`config.mk`:
```
export PLATFORM = sky130hd
export DESIGN_NAME = nios_system_key_capture
export DESIGN_NICKNAME = d
export VERILOG_FILES = /design/src/rtl/nios_system_key_capture.sv
export SDC_FILE = /design/constraint.sdc
export NUM_CORES = 1
export LEC_CHECK = 0
export CAP_MARGIN = 5
export CELL_PAD_IN_SITES_DETAIL_PLACEMENT = 0
export CELL_PAD_IN_SITES_GLOBAL_PLACEMENT = 2
export CORE_MARGIN = 2
export CORE_UTILIZATION = 25
export DETAILED_ROUTE_END_ITERATION = 16
export GPL_TIMING_DRIVEN = 0
export PLACE_DENSITY_LB_ADDON = 0.1
export SETUP_SLACK_MARGIN = 0.02
export SLEW_MARGIN = 20
export SYNTH_ARGS = -nofsm -noshare
export SYNTH_HDL_FRONTEND = slang
export SYNTH_SLANG_ARGS = --single-unit
```
`constraint.sdc`:
```
create_clock -name clk -period 5.5 [get_ports clk]
set_clock_uncertainty 0.2 [all_clocks]
set_input_delay 1.1 -clock clk [delete_from_list [all_inputs] [get_ports clk]]
set_output_delay 1.1 -clock clk [all_outputs]
set_load 0.02 [all_outputs]
```
`src/rtl/nios_system_key_capture.sv`:
```
// Avalon-MM input PIO: synchronises and debounces WIDTH key/switch inputs, latches
// qualifying edges of the debounced value and raises a maskable level interrupt.
module nios_system_key_capture #(
  parameter int WIDTH           = 4,
  parameter int DEBOUNCE_CYCLES = 50000,
  parameter int EDGE_TYPE       = 1,
  parameter int IDLE_LEVEL      = 1
) (
  input  logic             clk,
  input  logic             reset,
  input  logic [1:0]       address,
  input  logic             chipselect,
  input  logic             write_n,
  input  logic [31:0]      writedata,
  output logic [31:0]      readdata,
  input  logic [WIDTH-1:0] in_port,
  output logic             irq
);

  localparam int              CW       = $clog2(DEBOUNCE_CYCLES + 1);
  localparam logic [CW-1:0]   CNT_LAST = CW'(DEBOUNCE_CYCLES - 1);
  localparam logic [WIDTH-1:0] IDLE    = (IDLE_LEVEL != 0) ? '1 : '0;

  typedef enum logic [1:0] {
    REG_DATA = 2'd0,
    REG_RSVD = 2'd1,
    REG_MASK = 2'd2,
    REG_EDGE = 2'd3
  } reg_addr_e;

  logic [WIDTH-1:0] sync1_q, sync2_q;
  logic [WIDTH-1:0] data_q, data_d;
  logic [WIDTH-1:0] mask_q, edge_q;
  logic [WIDTH-1:0] edge_set, edge_clr;
  logic [CW-1:0]    cnt_q [WIDTH];
  logic [CW-1:0]    cnt_d [WIDTH];
  logic             wr;
  logic             unused_wdata;

  assign wr           = chipselect & ~write_n;
  assign unused_wdata = ^writedata;

  // NOTE: every always_comb output gets a default first so no path can infer a latch.
  always_comb begin
    data_d = data_q;
    for (int i = 0; i < WIDTH; i++) begin
      cnt_d[i] = '0;
      if (sync2_q[i] != data_q[i]) begin
        if (cnt_q[i] == CNT_LAST) data_d[i] = sync2_q[i];
        else                      cnt_d[i] = cnt_q[i] + CW'(1);
      end
    end
  end

  always_comb begin
    edge_set = '0;
    if (EDGE_TYPE == 0)      edge_set = data_d & ~data_q;
    else if (EDGE_TYPE == 1) edge_set = ~data_d & data_q;
    else                     edge_set = data_d ^ data_q;
    edge_clr = (wr && address == REG_EDGE) ? writedata[WIDTH-1:0] : '0;
  end

  // NOTE: the debounce counter array is reset along with the flops, so a debounce
  // interrupted by reset restarts from zero rather than finishing on stale counts.
  always_ff @(posedge clk) begin
    if (reset) begin
      sync1_q <= IDLE;
      sync2_q <= IDLE;
      data_q  <= IDLE;
      mask_q  <= '0;
      edge_q  <= '0;
      for (int i = 0; i < WIDTH; i++) cnt_q[i] <= '0;
    end else begin
      sync1_q <= in_port;
      sync2_q <= sync1_q;
      data_q  <= data_d;
      for (int i = 0; i < WIDTH; i++) cnt_q[i] <= cnt_d[i];
      if (wr && address == REG_MASK) mask_q <= writedata[WIDTH-1:0];
      // Set applied after clear: a new edge wins over a simultaneous W1C.
      edge_q <= (edge_q & ~edge_clr) | edge_set;
    end
  end

  always_comb begin
    readdata = '0;
    case (reg_addr_e'(address))
      REG_DATA: readdata[WIDTH-1:0] = data_q;
      REG_MASK: readdata[WIDTH-1:0] = mask_q;
      REG_EDGE: readdata[WIDTH-1:0] = edge_q;
      default:  readdata = '0;
    endcase
  end

  assign irq = |(edge_q & mask_q);

endmodule

```
==> results.json <==
{
  "outcome": "finished clean",
  "path_class": "primary input to primary output",
  "whs_ps": 208.0,
  "grt_pass1_wl_um": 14030,
  "io_buffer_count": 17,
  "period_share_pct": 76.73,
  "synth-edff-count": 0,
  "power_mw": 1.295,
  "clk_latency_ps": 340,
  "power_leakage_nw": 1.649,
  "fin_cells": 680,
  "hp-class": "flop to flop",
  "period_minus_slack_ps": 4220,
  "synth-main-ff-cell": "dfxtp_1",
  "detail-route-antenna-nets": 0,
  "core-area_um2": 15200,
  "cp.arrival_ps": 2920,
  "antenna_found_initial": 0,
  "ys_warn_count": 0,
  "root_buffer": "clkbuf_16",
  "start_util_pct": 25.62,
  "peakVddDrop_uv": 173.3,
  "ctsHoldBuffers": 0,
  "synth_most_common_cell": "dfxtp_1",
  "n_fill_cell": 1643,
  "cts_tree": "done",
  "die_y_um": 128.8,
  "fin_util_pct": 30.94,
  "wire_per_inst_um": 12.05,
  "cts_buffers": 9,
  "synth_commonest_cells": "dfxtp_1, nor2_1, buf_4, xor2_1, xnor2_1",
  "cts_setup_buffers": 0,
  "ys_top_cells_by_area": "dfxtp_1, nor2_1, xor2_1",
  "routed_wl_um": 8197,
  "first_pass_iters": 4,
  "core.rowCount": 45,
  "setup_viol": 0,
  "syn-mean-instance-area_um2": 9.016,
  "num_vias": 2926,
  "ys_seq_elements": 84,
  "post_cts_resized": 0,
  "synth_seq_area_share_pct": 43.17,
  "maxSlewHeadroom_pct": 64.92,
  "grt.overflow.total": 0,
  "grt_max_degree": 13,
  "rsz0062_at_grt": "false",
  "hpwl_um": 5806,
  "dp_cells": 664,
  "netlist.area_leader.share_pct": 43.17,
  "clk_pin_slew_worst_paths_ps": 60,
  "route.detailed.drc": 0,
  "powerDensity_nw_per_um2": 275.4,
  "synth_cell_types": 43,
  "hold_viol_final": 0,
  "die_x_um": 128.8,
  "cts_sinks": 84,
  "drv_cap": 0,
  "drt_iter0_markers": 119,
  "path_max_fanout": 7,
  "synth_top_area_cell": "dfxtp_1",
  "clockBufferDepth": 2,
  "grt_pass1_vias": 2820,
  "tns_ps": 0,
  "end_kind": "primary output",
  "netlist_area_um2": 3895,
  "grt_usage_pct": 10.93,
  "cp-start-kind": "primary input",
  "tightest_slew_ps": 526.2,
  "dieArea_um2": 16590,
  "max_freq_ghz": 0.2370,
  "drive_gt1_share_pct": 13.01,
  "syn_inst": 432,
  "fin_nets": 533,
  "vias_per_cell": 4.303,
  "antenna_cells": 0,
  "syn_to_final_growth_pct": 20.75,
  "ios": 75,
  "slew_viol_final": 0,
  "h-tree-depth": 3,
  "routabilityCongestion": 0.7458,
  "required_ps": 4200,
  "synthArstFlopShare_pct": 0
}
-- kinds of logic (layout without fill, tap and decap cells) --
| group | count (synthesis) | after routing | synth area share, % |
|---|---|---|---|
| and+or+nand+nor | 201 | 201 | 27.85 |
| DFF | 84 | 84 | 43.17 |
| buffers and inverters | 54 | 87 | 8.834 |
| xor gates and xnor gates | 53 | 53 | 11.92 |
| AOI/OAI and AO/OA | 26 | 26 | 4.401 |
| muxes | 9 | 9 | 2.441 |
| adders and majority gates | 4 | 4 | 1.285 |
| other | 1 | 28 | 0.09628 |
-- report_power, final --
part           total (mW)  switching, mW  leakage, nW  internal (mW)
Combinational      0.0713         0.0384        0.821         0.0329
Clock               0.609          0.240        0.149          0.369
Sequential          0.615        0.00245        0.679          0.613
Total                1.30          0.281         1.65           1.01
-- final cells by class --
| type | instances | area [um^2] | area share [%] |
|---|---|---|---|
| Buffer | 43 | 302.8 | 6.438 |
| Clock buffer | 16 | 301.5 | 6.411 |
| Inverter | 11 | 41.29 | 0.8779 |
| Multi-Input combinational cell | 321 | 1971 | 41.90 |
| Sequential cell | 84 | 1682 | 35.75 |
| Tap cell | 188 | 235.2 | 5.001 |
| Timing Repair Buffer | 17 | 170.2 | 3.618 |
-- through the flow --
stage	setup WS, ps	cell area [um^2]
after detailed placement	1284	4402
after global routing	1208	4703
after floorplan	2237	3996
after CTS	1273	4703
after global placement	1279	4402
final	1280	4703
-- final timing paths --
path | start | endpoint | slack [ps] | cells past startpoint
setup reg to reg | cnt_q[0][0] | cnt_q[0][10] | 3140 | 8
setup / recovery | address[1] | readdata[0] | 1280 | 4
hold reg to reg | sync1_q[3] | sync2_q[3] | 210 | 1
hold / removal | sync1_q[3] | sync2_q[3] | 210 | 1
-- metal layers --
layer | track usage [%] | part of all wire, % | up-vias
met5 | 0 | 0 | -
met4 | 4.028 | 1.6 | 0
met3 | 4.116 | 4.2 | 10
met2 | 15.90 | 42 | 39
met1 | 14.74 | 52 | 1340
li1 | - | - | 1537
-- flip-flops by register name, summed over array words and instances (netlist names) --
signal	cells
data_q	4
sync2_q	4
cnt_q	64
sync1_q	4
mask_q	4
edge_q	4
-- critical path, cell delays in order --
cell and delay, ps:
clkdlybuf4s50_1 570, nor2_1 370, a22o_1 250, clkdlybuf4s50_1 620
-- layout by cell type (no fill, tap or decap), types with 7 or more instances in the layout --
master,count
or3_1,7
clkbuf_16,9
nand2_1,22
xor2_1,28
dfxtp_1,84
clkdlybuf4s50_1,17
a21oi_1,9
clkbuf_1,12
or2_2,8
conb_1,28
buf_4,29
xnor2_1,25
nand4_1,21
nand3_1,20
nor4_1,8
inv_1,11
nor2_1,69
(Power assumes the default switching activity.)
==> variant 1 (config.mk and constraints unchanged) <==
The parameter `EDGE_TYPE` goes from 1 to 0.
--- a/src/rtl/nios_system_key_capture.sv
+++ b/src/rtl/nios_system_key_capture.sv
@@ -4,5 +4,5 @@
   parameter int WIDTH           = 4,
   parameter int DEBOUNCE_CYCLES = 50000,
-  parameter int EDGE_TYPE       = 1,
+  parameter int EDGE_TYPE       = 0,
   parameter int IDLE_LEVEL      = 1
 ) (
Check against the original RTL: no difference found for any inputs over 10 cycles, from zero or initial values and one cycle with reset high; that may be too few to reach the edited logic, so the function may still have changed.
==> variant 1 against the original RTL <==
Worst hold slack worse by 0.00085 ns. Critical path depth stayed put. Wire length is 0.11% lower. Sequential cell count stayed put. Worst setup slack better by 0.015 ns. First-iteration DRC count is 26% lower. Final area is 1.4% higher. Synthesized area is 0.48% higher. Sequential share of layout area is 0.48 points lower. Largest power group is now the clock network. Power is 3.5% higher.
==> variant 1: results <==
metrics = {
    "logic_synthesis": {
        "synthXorXnorAreaFrac": 0.130,
        "synthTopCellsByArea": "dfxtp_1 43%, xnor2_1 9.2%, nor2_1 7.5%",
        "synthTopCellsByCount": "84 x dfxtp_1, 78 x nor2_1, 41 x xnor2_1",
        "yosysUniqueCellTypes": 45,
        "synth_mux_area_frac": 0.0272,
        "synthAdderAreaFrac": 0.0128,
        "ys_seq_area_frac": 0.430,
    },
    "finish": {
        "nFillCells": 1648,
        "multi_input_area_share": 0.419,
        "drive_above_1_share": 0.139,
        "clk_share": 0.0667,
        "fin_nets": 537,
        "inv_count": 15,
        "signal_buffers": 55,
        "nClkBuffers": 11,
        "finalInstanceArea_um2": 4770,
        "comb.multi_input.count": 326,
    },
    "global_route": {
        "grtUsageMet3": 0.0244,
        "met2_usage": 0.149,
        "grt_pass1_vias": 2709,
        "grt_max_degree": 14,
        "grtUsageTotal": 0.107,
    },
    "drt": {
        "drtIter0Drc": 88,
        "met1_length_um": 4390,
        "drt_wl_total_um": 8190,
        "route.met2.wl_um": 3390,
        "wl_per_cell_um": 11.6,
        "wl_met3_um": 266,
    },
    "power_and_ir_drop": {
        "leakage_nw": 1.60,
        "p_sw_frac": 0.215,
        "cellPowerDensity_nw_per_um2": 281,
    },
    "floorplan": {
        "die_x_um": 129,
    },
    "critical_path": {
        "critPathArrivalTime_ns": 2.90,
    },
    "place": {
        "dpl-instance-area_um2": 4450,
        "routabilityCongestion": 0.741,
        "dpl.hpwl_um": 5940,
    },
    "run_status": {
        "outcome": "complete, no violations",
    },
    "sta": {
        "tightest_slew_ns": 0.522,
    },
}
variant 1: path summary, 6_finish.rpt:
check                                    to  cells past startpoint        start  slack, ns
worst max-delay path            readdata[1]                      4   address[1]       1.30
worst min-delay path             sync2_q[0]                      1   sync1_q[0]       0.21
worst max register to register  cnt_q[3][6]                      6  cnt_q[3][0]       3.23
worst min register to register   sync2_q[0]                      1   sync1_q[0]       0.21
variant 1: kinds of logic (layout without fill, tap and decap cells):
group	count (synthesis)	count (layout)
other	1	28
flip-flops	84	84
buffers and inverters	53	86
multiplexers	10	10
adder cells (fa/ha/maj)	4	4
AO/OA/AOI/OAI	15	15
AND/OR/NAND/NOR	211	211
XOR/XNOR	58	58
variant 1: worst reg2reg max path, stage by stage, from the launching register on:
cell	delay [ns]
dfxtp_1	0.37
ha_1	0.20
nand3_1	0.25
nand4b_1	0.38
nand2_1	0.24
clkbuf_1	0.41
nor2_1	0.10
==> variant 2 (same flow settings) <==
Without the edit above. Register the output `irq`, with the module's reset; this adds one clock of latency there. The other outputs are not delayed to match.
--- a/src/rtl/nios_system_key_capture.sv
+++ b/src/rtl/nios_system_key_capture.sv
@@ -92,5 +92,11 @@
   end
 
-  assign irq = |(edge_q & mask_q);
+  always_ff @(posedge clk) begin
+    if (reset) begin
+      irq <= '0;
+    end else begin
+      irq <= |(edge_q & mask_q);
+    end
+  end
 
 endmodule
Behaviour: same outputs for any inputs over 10 cycles, from zero or initial values and one cycle with reset high; that may be too few to reach the edited logic, so the function may still have changed.
==> variant 2 against the original RTL <==
Clock power shrank 6.9%. Combinational power is 3% lower. Sequential share of layout area is 0.85 points higher. Worst setup slack better by 0.025 ns. Synthesized area fell by 0.42%. Wire length increased by 1.6%. Power decreased by 2.8%. Sequential cell count is 1 higher. Count of clock-buffer cells in the layout down 1. Final area fell by 1.2%. Cell count increased by 0.44%.
==> variant 2: results <==
metrics = {
    "run_status": {
        "outcome": "complete, no violations",
    },
    "clock_network": {
        "numCtsBuffers": 9,
        "h-tree-depth": 3,
        "cts_setup_buffers": 0,
        "insertion_delay_ns": 0.34,
        "post_cts_resized": 0,
        "clk_pin_slew_ns": 0.06,
        "cts_root_buf": "clkbuf_16",
        "clk_path_buf_depth": 2,
    },
    "logic_synthesis": {
        "synthTopCellsByCount": "85 x dfxtp_1, 78 x nor2_1, 46 x xnor2_1",
        "synthTopCellsByArea": "dfxtp_1 44%, xnor2_1 10%, nor2_1 7.5%",
        "postSynth.asyncResetShare": 0,
        "yosysWarnings": 0,
        "synth_ff_type": "dfxtp_1",
        "yosysUniqueCellTypes": 39,
        "ys_seq_area_frac": 0.439,
    },
    "place": {
        "dpl.hpwl_um": 5900,
        "preCtsSetupSlack_ns": 1.25,
        "port_buffers": 16,
        "routabilityCongestion": 0.726,
        "dpl-instance-area_um2": 4380,
    },
    "drt": {
        "met1_length_um": 4190,
        "drt_wl_total_um": 8330,
        "route.met2.wl_um": 3670,
        "routed.top_layer": "met4",
        "drtIter0Drc": 131,
        "dr.pass1.iters": 4,
        "wl_met3_um": 339,
        "viasPerCell": 4.21,
    },
    "global_route": {
        "grt_max_degree": 13,
        "grt_pass1_vias": 2699,
        "grt_pass1_wl_um": 13800,
        "antenna_found_initial": 0,
        "grtUsageTotal": 0.108,
    },
    "finish": {
        "top_register": "cnt_q",
        "nFillCells": 1622,
        "fin_nets": 536,
        "largest_register_ffs": 64,
        "drive_above_1_share": 0.121,
        "n_antenna_cell": 0,
    },
    "critical_path": {
        "rrSetupSlack_ns": 3.17,
        "crit_path_start": "address[1]",
        "reg2reg_from": "cnt_q[3][0]",
        "critPathArrivalTime_ns": 2.90,
        "cp_max_fo": 7,
    },
    "power_and_ir_drop": {
        "ir_drop_mv": 0.130,
        "leakage_nw": 1.56,
    },
    "worst_hold_path": {
        "hold_start": "sync1_q[2]",
        "hp-class": "flop to flop",
    },
    "sta": {
        "tightest_slew_ns": 0.510,
        "hold_ws_ns": 0.208,
        "min_period_ns": 4.20,
    },
    "run": {
        "maxCapViolations": 0,
    },
}
[variant 2: critical path: stages]
cell and delay, ns:
clkdlybuf4s50_1 0.57, nor2_1 0.37, a22o_1 0.24, clkdlybuf4s50_1 0.61
[variant 2: power breakdown]
group	internal, mW	switching [mW]
clock network	0.331	0.237
registers	0.620	0.00248
logic	0.0311	0.0383
total	0.982	0.277
[variant 2: stage by stage]
step | cells | utilization
2_1_floorplan | 463 | -
3_3_place_gp | 667 | 0.288
3_5_place_dp | 667 | 0.288
4_1_cts | 683 | 0.306
5_1_grt | 683 | 0.306
6_report | 683 | 0.306
[variant 2: per-layer routing]
layer,vias to the layer above,GRT usage
met5,-,0
met3,10,0.0395
met1,1289,0.140
li1,1536,-
met4,0,0.0384
met2,41,0.168
[variant 2: cell families after synthesis]
group | count (synthesis) | synth area share
adder cells (fa/ha/maj) | 4 | 0.0129
AND/OR/NAND/NOR | 208 | 0.278
flip-flops | 85 | 0.439
multiplexers | 9 | 0.0248
other | 1 | 0.000967
buffers and inverters | 53 | 0.0813
AO/OA/AOI/OAI | 19 | 0.0345
XOR/XNOR | 57 | 0.129
[variant 2: worst paths after layout]
| kind | depth (start not counted) | endpoint |
|---|---|---|
| worst max-delay path | 4 | readdata[3] |
| worst min-delay path | 1 | sync2_q[2] |
| worst max register to register | 6 | cnt_q[3][8] |
| worst min register to register | 1 | sync2_q[2] |
[variant 2: final cells by class]
cell class	count	area, µm²	share of cell area
buffer	39	263	0.0565
sequential	85	1700	0.366
inverter	14	52.6	0.0113
multi-input combinational	325	1960	0.422
timing repair buffer	16	160	0.0345
tap	188	235	0.0506
clock buffer	15	268	0.0576
clock inverter	1	5.00	0.00108
